==> src/rtl/obi_slave_cut_pkg.sv <==
// OBI request/response bundles shared by the registered slave cut and its users.
package obi_slave_cut_pkg;

  typedef struct packed {
    logic        req;
    logic        we;
    logic [3:0]  be;
    logic [31:0] addr;
    logic [31:0] wdata;
  } obi_req_t;

  typedef struct packed {
    logic        gnt;
    logic        rvalid;
    logic [31:0] rdata;
  } obi_resp_t;

endpackage

==> src/rtl/obi_slave_cut.sv <==
// Registered OBI cut: one-entry request register and a registered response path.
// It bounds in-flight transactions, reports bus idle and flags unsolicited responses.
module obi_slave_cut
  import obi_slave_cut_pkg::*;
#(
  parameter int MAX_OUTSTANDING = 2
) (
  input  logic      clk_i,
  input  logic      rst_ni,
  input  obi_req_t  slv_req_i,
  output obi_resp_t slv_resp_o,
  output obi_req_t  mst_req_o,
  input  obi_resp_t mst_resp_i,
  output logic      idle_o,
  output logic      err_o,
  input  logic      err_clr_i
);

  localparam int CNT_W = $clog2(MAX_OUTSTANDING + 1);
  localparam logic [CNT_W-1:0] MAX_CNT = CNT_W'(MAX_OUTSTANDING);

  logic             req_q;
  logic             we_q;
  logic [3:0]       be_q;
  logic [31:0]      addr_q;
  logic [31:0]      wdata_q;
  logic             rvalid_q;
  logic [31:0]      rdata_q;
  logic [CNT_W-1:0] up_cnt;
  logic [CNT_W-1:0] dn_cnt;
  logic             err_q;

  logic slv_gnt;
  logic dn_hs;
  logic rsp_acc;
  logic rsp_bad;

  function automatic logic [CNT_W-1:0] cnt_step(input logic [CNT_W-1:0] cnt,
                                                input logic inc, input logic dec);
    case ({inc, dec})
      2'b10:   return cnt + CNT_W'(1);
      2'b01:   return cnt - CNT_W'(1);
      default: return cnt;
    endcase
  endfunction

  // The only combinational path through the cut is mst gnt -> slv gnt.
  assign slv_gnt = rst_ni && slv_req_i.req && (!req_q || mst_resp_i.gnt) && (up_cnt < MAX_CNT);
  assign dn_hs   = req_q && mst_resp_i.gnt;
  assign rsp_acc = mst_resp_i.rvalid && (dn_cnt != '0);
  assign rsp_bad = mst_resp_i.rvalid && (dn_cnt == '0);

  // Request stage: fields stay put while the downstream grant is withheld.
  always_ff @(posedge clk_i or negedge rst_ni) begin
    if (!rst_ni) begin
      req_q   <= 1'b0;
      we_q    <= 1'b0;
      be_q    <= '0;
      addr_q  <= '0;
      wdata_q <= '0;
    end else if (slv_gnt) begin
      req_q   <= 1'b1;
      we_q    <= slv_req_i.we;
      be_q    <= slv_req_i.be;
      addr_q  <= slv_req_i.addr;
      wdata_q <= slv_req_i.wdata;
    end else if (dn_hs) begin
      req_q   <= 1'b0;
    end
  end

  // Response stage: unsolicited responses are dropped here.
  always_ff @(posedge clk_i or negedge rst_ni) begin
    if (!rst_ni) begin
      rvalid_q <= 1'b0;
      rdata_q  <= '0;
    end else begin
      rvalid_q <= rsp_acc;
      if (rsp_acc) rdata_q <= mst_resp_i.rdata;
    end
  end

  always_ff @(posedge clk_i or negedge rst_ni) begin
    if (!rst_ni) begin
      up_cnt <= '0;
      dn_cnt <= '0;
      err_q  <= 1'b0;
    end else begin
      up_cnt <= cnt_step(up_cnt, slv_gnt, rvalid_q);
      dn_cnt <= cnt_step(dn_cnt, dn_hs, rsp_acc);
      if (rsp_bad)        err_q <= 1'b1;
      else if (err_clr_i) err_q <= 1'b0;
    end
  end

  always_comb begin
    slv_resp_o        = '0;
    slv_resp_o.gnt    = slv_gnt;
    slv_resp_o.rvalid = rvalid_q;
    slv_resp_o.rdata  = rdata_q;
  end

  always_comb begin
    mst_req_o       = '0;
    mst_req_o.req   = req_q;
    mst_req_o.we    = we_q;
    mst_req_o.be    = be_q;
    mst_req_o.addr  = addr_q;
    mst_req_o.wdata = wdata_q;
  end

  assign idle_o = !req_q && (up_cnt == '0);
  assign err_o  = err_q;

endmodule

==> config.mk <==
export PLATFORM = sky130hd
export DESIGN_NAME = obi_slave_cut
export DESIGN_NICKNAME = d
export VERILOG_FILES = /design/src/rtl/obi_slave_cut_pkg.sv /design/src/rtl/obi_slave_cut.sv
export SDC_FILE = /design/constraint.sdc
export NUM_CORES = 1
export LEC_CHECK = 0
export ABC_AREA = 1
export BUFFER_PORTS_ARGS = -buffer_cell sky130_fd_sc_hd__buf_4
export CAP_MARGIN = 30
export CORE_MARGIN = 2
export CORE_UTILIZATION = 50
export DETAILED_ROUTE_END_ITERATION = 6
export PLACE_DENSITY = 0.85
export SLEW_MARGIN = 20
export SYNTH_ARGS = -nofsm -noshare
export SYNTH_HDL_FRONTEND = slang
export SYNTH_SLANG_ARGS = --single-unit
==> constraint.sdc <==
create_clock -name clk_i -period 3.5 [get_ports clk_i]
set_input_delay 0.7 -clock clk_i [delete_from_list [all_inputs] [get_ports clk_i]]
set_output_delay 0.7 -clock clk_i [all_outputs]
set_load 0.01 [all_outputs]
Yosys cells after proc, flatten, opt, wreduce, memory -nomap -nowiden
Index checks and enable logic that the tools add are counted.
- input bits: 107
- output and inout bits: 106
- register bits: 108
- word-level logic and storage cells: 41
- eq/ne operators: 4
- reduce and logical (&&, ||, !) cells: 16
- $add $sub $neg: 4
- mux-type cells: 6
- $lt $le $gt $ge: 1
- operators with widths (kind ; number):
    2-bit nonzero test ; 5
    2-bit case mux with 2 select lines ; 2
    1-bit logical AND ; 7
    2-bit by 1-bit adder with 2-bit output, second input constant ; 2
    2-bit by 1-bit equality test with 1-bit output, second input constant ; 2
    2-bit equality test, second input constant ; 2
    2-bit logical NOT ; 2
    1-bit 2-to-1 mux ; 4
    2-bit by 1-bit subtractor with 2-bit output, second input constant ; 2
    2-bit < comparator, second input constant ; 1
    1-bit logical NOT ; 1
    1-bit logical OR ; 1

Depth between registers and ports, before layout
Gate-level depths: netlist of run 1.
- depth after elaboration: 6
- mapped depth: 11
- depth with buffers taken out: 10

Worst setup path before layout of run 1
No wires, ideal clock.
- path type: input to output
- start point: input mst_resp_i[33] (netlist bit)
- end point: output slv_resp_o[33] (netlist bit)
- required time: 2.800 ns
- arrival time: 1.319 ns
- stages on the path: 6
- path buffers: 2
- slack: 1.481 ns
- cells stage by stage: inv_1 nand2_2 nand3_4 buf_2 inv_1 buf_4
- cells in the longest elaborated chain, start to end: 3
- RTL lines (item ; line ; RTL):
    from (decl) ; obi_slave_cut.sv:13 ; input obi_resp_t mst_resp_i,
    1-bit logical OR ; obi_slave_cut.sv:48 ; assign slv_gnt = rst_ni && slv_req_i.req && (!req_q || mst_resp_i.gnt) && (up_cnt < MAX_CNT);
    1-bit logical AND (2 in a row) ; obi_slave_cut.sv:48 ;
    to (decl) ; obi_slave_cut.sv:11 ; output obi_resp_t slv_resp_o,
No other way between the ends.

==> results.py, run 1 <==
metrics = {
    "synth": {
        "ys_ff_latch": 108,
        "synth_area_leaders": "dfrtp_1, nand2_1, nand4_1, buf_2, buf_4",
        "synth.most_common_cell": "nand2_1",
        "postSynthAreaPerCell_um2": 9.13,
        "yosysWarnings": 0,
        "synth_nets": 597,
        "synthDominantCellAreaShare_pct": 60.7,
        "syn_area_um2": 4450,
        "ys_types": 16,
        "synth-edff-count": 0,
        "synth_top_area_cell": "dfrtp_1",
        "syn_inst": 488,
        "async_reset_ff_share_pct": 100,
        "seq_area_frac_synth_pct": 60.7,
        "synthTopCellsByCount": "nand2_1, dfrtp_1, nand4_1, buf_2, buf_4",
        "synth-main-ff-cell": "dfrtp_1",
    },
    "global_route": {
        "use_met3_pct": 3.79,
        "grt_util_met2_pct": 42.1,
        "antenna_found_initial": 0,
        "first_global_vias": 3922,
        "grt-busiest-layer": "met2",
        "grt_pass1_wl_um": 18900,
        "grt_overflow": 0,
        "track_usage_pct": 24.3,
        "grt_max_degree": 71,
        "gr-usage-met1_pct": 29.6,
    },
    "power": {
        "swShare_pct": 37.8,
        "p_clk_share_pct": 15.4,
        "p_sw_mw": 2.08,
        "ir_drop_uv": 535,
        "seq_power_share_pct": 40.9,
        "pwr-share-comb_pct": 43.7,
        "power.internal_mw": 3.41,
        "power.density_nw_per_um2": 883,
        "leakage_nw": 3.51,
    },
    "floorplanning": {
        "die_x_um": 98.4,
        "row_count": 34,
        "die_y_um": 98.4,
        "io_pins": 213,
        "design.die.area_um2": 9680,
        "core_area_um2": 8680,
        "initial_core_util_pct": 51.3,
    },
    "detailed_routing": {
        "drt-wirelength-per-cell_um": 15.4,
        "drc": 0,
        "vias": 4109,
        "wirelength_um": 12200,
        "viasPerCell": 5.19,
        "detail-route-antenna-nets": 0,
        "first_iter_violations": 210,
        "dr.pass1.iters": 4,
    },
    "timing": {
        "fin_crit_ns": 2.29,
        "skew_ns": 0.0170,
        "rsz0062_at_grt": "false",
        "relSlewSlack_pct": 48.9,
        "max_freq_mhz": 437,
        "tightest_slew_ns": 0.767,
        "hold_viol": 0,
        "setup_ws_ns": 1.21,
        "fin_setup_tns_ns": 0,
        "setup_violations": 0,
        "maxSlewViolCount": 0,
        "period_share_pct": 65.3,
    },
    "placement": {
        "port_buffers": 212,
        "placed_cell_area_um2": 5990,
        "gp_congestion": 0.806,
        "hpwlAfterDp_um": 8400,
        "dp_slack_ns": 1.03,
    },
    "clock_network": {
        "cts_root_buf": "clkbuf_8",
        "cts.htree.levels": 3,
        "clkSinkCount": 108,
        "cts_buffers": 9,
        "insertion_delay_ns": 0.37,
        "clk_pin_slew_ns": 0.11,
        "cts_resized": 0,
        "post_cts_buffers": 0,
        "cts_max_path_buffers": 2,
        "cts_tree": "built",
        "ctsHoldBuffers": 0,
    },
    "setup_path": {
        "critPathKind": "reg2out",
        "cp_max_fo": 42,
        "endpoint_kind": "output pin",
        "cp.required_ns": 2.80,
        "cp.arrival_ns": 1.59,
        "setup.worst_path.start_class": "flip-flop",
    },
    "outcome": {
        "outcome": "complete, no violations",
    },
    "min_path": {
        "hold_class": "in2async",
    },
    "cells_and_area": {
        "area_growth_syn_to_layout_pct": 39.5,
        "drive_above_1_share_pct": 35.1,
        "fill_cells": 673,
        "nNetsFinal": 788,
        "n_antenna_cell": 0,
        "final_area_um2": 6210,
    },
    "run": {
        "maxCapViolations": 0,
    },
}
area by class of cell:
type | instances | area (um^2) | area share (%)
Tap cell | 108 | 135 | 2.17
Clock buffer | 11 | 141 | 2.28
Inverter | 13 | 48.8 | 0.785
Sequential cell | 108 | 2700 | 43.5
Clock inverter | 5 | 83.8 | 1.35
Timing Repair Buffer | 218 | 1640 | 26.3
Multi-Input combinational cell | 329 | 1470 | 23.6
worst max-delay path, stage by stage, from the launching register on:
cell	delay [ns]
dfrtp_1	0.44
nand2_2	0.12
nand3_4	0.38
inv_1	0.16
buf_4	0.13
power by group through the flow:
stage	sequential, mW	combinational, mW	clock (mW)
after CTS	2.24	2.42	0.856
after detailed placement	2.25	2.41	0
after floorplan	2.50	0.886	0
after global routing	2.31	2.60	0.899
final	2.25	2.40	0.844
after global placement	2.23	2.34	0
flip-flops by register name, indices dropped and copies added, names as in the netlist:
name      count
addr_q       32
rdata_q      32
wdata_q      32
be_q          4
dn_cnt        2
up_cnt        2
err_o         1
req_q         1
rvalid_q      1
we_q          1
placed cells by master (no fill, tap or decap), drive strengths merged:
cell	instances
o21ai	1
inv	14
ha	2
xnor2	2
nand2	248
clkinvlp	2
dfrtp	108
nand4	71
clkbuf	11
nand3	4
buf	218
nor3	1
bufinv	2
final timing paths:
kind	to	from	slack, ns	cells after the start
max	slv_resp_o[33]	req_q	1.21	4
min	addr_q[16]	rst_ni	0.43	2
max reg2reg	dn_cnt[1]	dn_cnt[1]	1.24	9
min reg2reg	wdata_q[8]	wdata_q[8]	0.48	2
max in group asynchronous	up_cnt[0]	rst_ni	1.87	3
min in group clk_i	wdata_q[8]	wdata_q[8]	0.48	2
through the flow:
step | util (%) | hold WS [ns] | power (mW) | instances
6_report | 71.6 | 0.431 | 5.49 | 792
5_1_grt | 71.6 | 0.485 | 5.81 | 792
4_1_cts | 71.6 | 0.442 | 5.51 | 792
3_5_place_dp | 69.0 | 0.459 | 4.67 | 776
3_3_place_gp | 69.0 | 0.455 | 4.57 | 776
2_1_floorplan | - | 0.404 | 3.38 | 488
layer usage:
| layer | wire length, um | part of all wire (%) |
|---|---|---|
| met1 | 4710 | 39 |
| met3 | 712 | 5.8 |
| met5 | 0 | 0 |
| met2 | 6280 | 52 |
| met4 | 473 | 3.9 |
cells by family after synthesis:
logic type      synth area share (%)
xor+xnor                       0.393
simple gates                    31.8
compound gates                 0.112
fa+ha+maj                      0.562
buf+inv                         6.43
flops                           60.7
(Power assumes the default switching activity.)
==> run 2: changes to the inputs <==
--- a/config.mk
+++ b/config.mk
@@ -9,9 +9,9 @@
 export BUFFER_PORTS_ARGS = -buffer_cell sky130_fd_sc_hd__buf_4
 export CAP_MARGIN = 30
 export CORE_MARGIN = 2
-export CORE_UTILIZATION = 50
+export CORE_UTILIZATION = 42
 export DETAILED_ROUTE_END_ITERATION = 6
-export PLACE_DENSITY = 0.85
+export PLACE_DENSITY = 0.77
 export SLEW_MARGIN = 20
 export SYNTH_ARGS = -nofsm -noshare
 export SYNTH_HDL_FRONTEND = slang
==> constraint.sdc (replaced) <==
create_clock -name clk_i -period 2 [get_ports clk_i]
set_input_delay 0.4 -clock clk_i [delete_from_list [all_inputs] [get_ports clk_i]]
set_output_delay 0.4 -clock clk_i [all_outputs]
set_load 0.01 [all_outputs]
==> run 2 against run 1 <==
Clock power up 72%. Global-route usage shrank 3.0 points. Clock skew down 0.0022 ns. Sequential share of layout area is 0.42 points lower. Die area rose by 18%. Critical path depth is the same. Final cell count increased by 3.9%. Register-to-register slack worse by 0.81 ns. Power up 74%. Final area is 0.97% higher. Critical path type unchanged. Critical endpoint unchanged. Largest power group unchanged.
==> results.py, run 2 (synthesized netlist as in run 1, its figures left out) <==
metrics = {
    "clock_network": {
        "ctsHoldBuffers": 0,
        "cts_buffers": 9,
        "cts_root_buf": "clkbuf_8",
        "insertion_delay_ns": 0.38,
        "cts_tree": "built",
        "cts.htree.levels": 3,
        "cts_resized": 0,
        "post_cts_buffers": 0,
        "clkSinkCount": 108,
        "clk_pin_slew_ns": 0.11,
        "cts_max_path_buffers": 2,
    },
    "cells_and_area": {
        "area_growth_syn_to_layout_pct": 40.8,
        "layout_commonest_cell": "nand2_1",
        "multi_input_area_um2": 1470,
        "regArea_um2": 2700,
        "nNetsFinal": 791,
        "final_area_um2": 6270,
        "layout.cells.non_filler": 823,
        "drive_above_1_share_pct": 35.4,
        "largest_registers": "addr_q (32), rdata_q (32), wdata_q (32)",
        "layout_common_cells": "nand2_1, buf_4, dfrtp_1, nand4_1",
        "fill_cells": 875,
        "n_antenna_cell": 0,
    },
    "timing": {
        "fin_crit_ns": 1.67,
        "maxSlewViolCount": 0,
        "setup_violations": 0,
        "max_freq_mhz": 601,
        "period_share_pct": 83.3,
        "fin_setup_tns_ns": 0,
        "hold_viol": 0,
        "relSlewSlack_pct": 49.8,
        "rsz0062_at_grt": "false",
        "skew_ns": 0.0148,
        "tightest_slew_ns": 0.753,
    },
    "detailed_routing": {
        "viasPerCell": 4.91,
        "first_iter_violations": 311,
        "drt-wirelength-per-cell_um": 14.8,
        "dr.pass1.iters": 4,
        "detail-route-antenna-nets": 0,
        "wirelength_um": 12100,
        "vias": 4044,
        "drc": 0,
    },
    "floorplanning": {
        "die_x_um": 107,
        "die_y_um": 107,
        "core_area_um2": 10300,
        "design.die.area_um2": 11400,
        "row_count": 37,
        "initial_core_util_pct": 43.1,
        "io_pins": 213,
    },
    "power": {
        "swShare_pct": 37.7,
        "leakage_nw": 3.53,
        "power.internal_mw": 5.95,
        "pwr-share-comb_pct": 43.8,
        "p_sw_mw": 3.60,
        "seq_power_share_pct": 41.1,
        "p_clk_share_pct": 15.1,
        "ir_drop_uv": 684,
        "power.density_nw_per_um2": 1520,
    },
    "setup_path": {
        "endpoint_kind": "output pin",
        "cp.required_ns": 1.60,
        "cp.arrival_ns": 1.27,
        "cp-startpoint": "req_q",
        "cp_max_fo": 8,
        "setup.worst_path.start_class": "flip-flop",
        "critPathKind": "reg2out",
        "reg2reg_from": "req_q",
    },
    "global_route": {
        "grt_max_degree": 109,
        "track_usage_pct": 21.3,
        "grt_pass1_wl_um": 19200,
        "first_global_vias": 3928,
        "antenna_found_initial": 0,
        "grt_overflow": 0,
    },
    "outcome": {
        "outcome": "complete, no violations",
    },
    "run": {
        "maxCapViolations": 0,
    },
    "placement": {
        "port_buffers": 212,
        "gp_congestion": 0.799,
        "placed_cell_area_um2": 6060,
        "hpwlAfterDp_um": 8220,
        "placed_cells": 807,
    },
    "min_path": {
        "hold_class": "in2async",
    },
}
run 2: worst paths after layout:
path,to,slack [ns],cells past startpoint
max,slv_resp_o[33],0.33,4
min,addr_q[16],0.11,2
max reg2reg,addr_q[8],0.43,4
min reg2reg,wdata_q[27],0.48,2
max in group asynchronous,wdata_q[8],1.48,2
min in group clk_i,rdata_q[25],0.21,3
run 2: stage by stage:
stage,utilization [%],power [mW],setup WS (ns),hold slack [ns]
3_5_place_dp,58.7,8.18,0.271,0.460
4_1_cts,60.8,9.65,0.299,0.130
2_1_floorplan,-,5.92,0.531,0.104
5_1_grt,60.8,10.2,0.249,0.156
3_3_place_gp,58.7,8.06,0.279,0.456
6_report,60.8,9.56,0.335,0.112
run 2: layout make-up:
type,count,share of cell area (%)
clock buffers,10,2.03
clock inverters,6,1.40
repair buffers,221,26.6
flip-flops and latches,108,43.1
multi-input cells,329,23.4
inverters,13,0.778
well taps,136,2.71
run 2: routing by layer:
metal / up-vias / wire length [um] / global-route usage [%]
met3: 32 / 525 / 3.28
met1: 1907 / 5220 / 27.5
li1: 1971 / - / -
met2: 134 / 5960 / 34.6
met5: - / 0 / 0
met4: 0 / 443 / 11.3
run 2: worst max-delay path: stages (launching register included):
cell and delay [ns]:
dfrtp_1 0.45, nand2_2 0.12, nand3_4 0.12, inv_1 0.09, buf_4 0.12
run 2: power by group through the flow:
stage / Combinational [mW] / Clock (mW) / Sequential [mW]
floorplan: 1.55 / 0 / 4.37
global placement: 4.15 / 0 / 3.91
detailed placement: 4.23 / 0 / 3.95
CTS: 4.24 / 1.48 / 3.93
global route: 4.61 / 1.58 / 4.05
finish: 4.19 / 1.45 / 3.93
==> run 3: changes to the inputs <==
--- a/config.mk
+++ b/config.mk
@@ -9,9 +9,9 @@
 export BUFFER_PORTS_ARGS = -buffer_cell sky130_fd_sc_hd__buf_4
 export CAP_MARGIN = 30
 export CORE_MARGIN = 2
-export CORE_UTILIZATION = 42
+export CORE_UTILIZATION = 46
 export DETAILED_ROUTE_END_ITERATION = 6
-export PLACE_DENSITY = 0.77
+export PLACE_DENSITY = 0.8
 export SLEW_MARGIN = 20
 export SYNTH_ARGS = -nofsm -noshare
 export SYNTH_HDL_FRONTEND = slang
==> constraint.sdc (replaced) <==
create_clock -name clk_i -period 1.6 [get_ports clk_i]
set_input_delay 0.32 -clock clk_i [delete_from_list [all_inputs] [get_ports clk_i]]
set_output_delay 0.32 -clock clk_i [all_outputs]
set_load 0.01 [all_outputs]
==> run 3 against run 2 <==
Clock-buffer cell count rose by 1. First-iteration DRC count fell by 44%. Largest power group unchanged. Power rose by 24%. Routed wire length fell by 2.0%. Clock skew rose by 0.0027 ns. Critical path depth did not move. Global-route usage rose by 1.4 points. Sequential share of layout area fell by 0.26 points. Hold slack got worse by 0.085 ns. Utilization rose by 6.9 points. Via count rose by 0.12%.
==> results.py, run 3 (synthesized netlist as in run 1, its figures left out) <==
metrics = {
    "clock_network": {
        "ctsHoldBuffers": 0,
        "cts_tree": "built",
        "cts.htree.levels": 3,
        "cts_max_path_buffers": 2,
        "cts_root_buf": "clkbuf_8",
        "clkSinkCount": 108,
        "clk_pin_slew_ns": 0.11,
        "insertion_delay_ns": 0.37,
        "cts_buffers": 9,
    },
    "power": {
        "leakage_nw": 3.55,
        "power.density_nw_per_um2": 1870,
        "ir_drop_uv": 881,
    },
    "timing": {
        "fin_crit_ns": 1.51,
        "tightest_slew_ns": 0.565,
        "maxSlewViolCount": 0,
        "rsz0062_at_grt": "false",
        "hold_viol": 0,
        "setup_violations": 0,
        "relSlewSlack_pct": 62.3,
        "skew_ns": 0.0175,
        "period_share_pct": 94.2,
        "fin_setup_tns_ns": 0,
        "max_freq_mhz": 664,
    },
    "setup_path": {
        "cp_max_fo": 4,
        "r2r_end": "dn_cnt[1]",
        "cp.required_ns": 1.28,
        "crit_cells": 4,
        "critPathKind": "reg2out",
        "crit_slowest_cell": "dfrtp_1",
        "reg2reg_from": "dn_cnt[1]",
        "setup.worst_path.start_class": "flip-flop",
        "worstRegToRegCells": 9,
        "reg2reg_slack_ns": 0.22,
        "endpoint_kind": "output pin",
        "crit_chain": "nand2_2, nand3_4, inv_2, buf_4",
        "path_buf_inv": 2,
        "cp.arrival_ns": 1.19,
        "cp-startpoint": "req_q",
        "cpPeakStageDelay_ns": 0.43,
        "critPathTopFamily": "flip-flops",
    },
    "min_path": {
        "hold_class": "in2async",
    },
    "placement": {
        "port_buffers": 212,
        "hpwlAfterDp_um": 8250,
        "gp_congestion": 0.762,
        "placed_cell_area_um2": 6100,
    },
    "cells_and_area": {
        "drive_above_1_share_pct": 36.0,
        "layout_common_cells": "nand2_1, buf_4, dfrtp_1, nand4_1, clkbuf_8",
        "n_antenna_cell": 0,
        "area_growth_syn_to_layout_pct": 41.7,
        "largest_registers": "addr_q (32), rdata_q (32), wdata_q (32)",
        "nNetsFinal": 795,
        "final_area_um2": 6310,
        "layout_commonest_cell": "nand2_1",
    },
    "global_route": {
        "grt_pass1_wl_um": 18500,
        "track_usage_pct": 22.6,
        "grt_overflow": 0,
        "grt_max_degree": 109,
        "first_global_vias": 3787,
        "antenna_found_initial": 0,
    },
    "detailed_routing": {
        "wirelength_um": 11900,
        "drc": 0,
        "vias": 4049,
        "wl_met1_um": 4940,
        "dr.pass1.iters": 4,
        "drt-wirelength-per-cell_um": 14.5,
        "detail-route-antenna-nets": 0,
        "highest_layer": "met4",
        "first_iter_violations": 173,
        "wl_met3_um": 533,
        "viasPerCell": 4.94,
        "wl_met2_um": 6220,
    },
    "floorplanning": {
        "die_y_um": 102,
        "row_count": 35,
        "io_pins": 213,
        "die_x_um": 102,
        "initial_core_util_pct": 47.8,
        "design.die.area_um2": 10500,
        "core_area_um2": 9330,
    },
    "outcome": {
        "outcome": "complete, no violations",
    },
    "run": {
        "maxCapViolations": 0,
    },
}
## run 3: changes by cell type in the layout (fill, tap and decap cells not counted), sizes merged
cell,previous run,this run
buf,221,225
bufinv,2,0
clkbuf,10,11
clkinv,3,2
inv,14,16
## run 3: how the worst max path moves through the flow
stage / to / slack, ns
after floorplan: up_cnt[1] / 0.14
after global placement: up_cnt[1] / 0.23
after detailed placement: up_cnt[1] / 0.14
after CTS: slv_resp_o[33] / 0.03
after global routing: slv_resp_o[33] / 0.01
final: slv_resp_o[33] / 0.09
## run 3: power by group
| group | switching (mW) | internal (mW) |
|---|---|---|
| logic | 2.78 | 2.53 |
| clock network | 0.961 | 0.676 |
| registers | 0.786 | 4.08 |
## run 3: timing repair
| item | 4_1_cts | 5_1_grt |
|---|---|---|
| setup endpoints to repair | 1 | 1 |
| gates resized for setup | 0 | 1 |
| pin swaps | 1 | 2 |
| endpoints found under the hold margin | 0 | 0 |
| cloned | 0 | 0 |
| setup buffers | 1 | 1 |
## run 3: layout make-up
class,count,area [um^2]
Multi-Input combinational cell,329,1470
Inverter,13,48.8
Clock inverter,5,42.5
Sequential cell,108,2700
Clock buffer,11,151
Tap cell,129,161
Fill cell,756,3020
Timing Repair Buffer,225,1740
## run 3: worst reg2reg max path: stages (launching register included)
cell and delay, ns:
dfrtp_1 0.39, inv_1 0.10, nand2_1 0.07, nand2_2 0.07
inv_2 0.04, ha_1 0.31, inv_1 0.09, nand3_1 0.08
nand2_1 0.07, nand2_1 0.05
## run 3: per-stage QoR
stage	total power [mW]	setup WS [ns]	hold WS (ns)	utilization, %	instances
finish	11.8	0.0930	0.0262	67.7	820
CTS	11.9	0.0267	0.0458	67.6	819
global route	12.7	0.0120	0.0707	67.7	820
floorplan	7.40	0.145	0.0244	-	488
global placement	10.1	0.235	0.453	65.4	802
detailed placement	10.3	0.144	0.459	65.4	802
## run 3: layer usage
layer / track usage (%) / vias up
li1: - / 1973
met1: 30.2 / 1901
met2: 37.0 / 157
met3: 3.15 / 18
met4: 10.4 / 0
met5: 0 / -
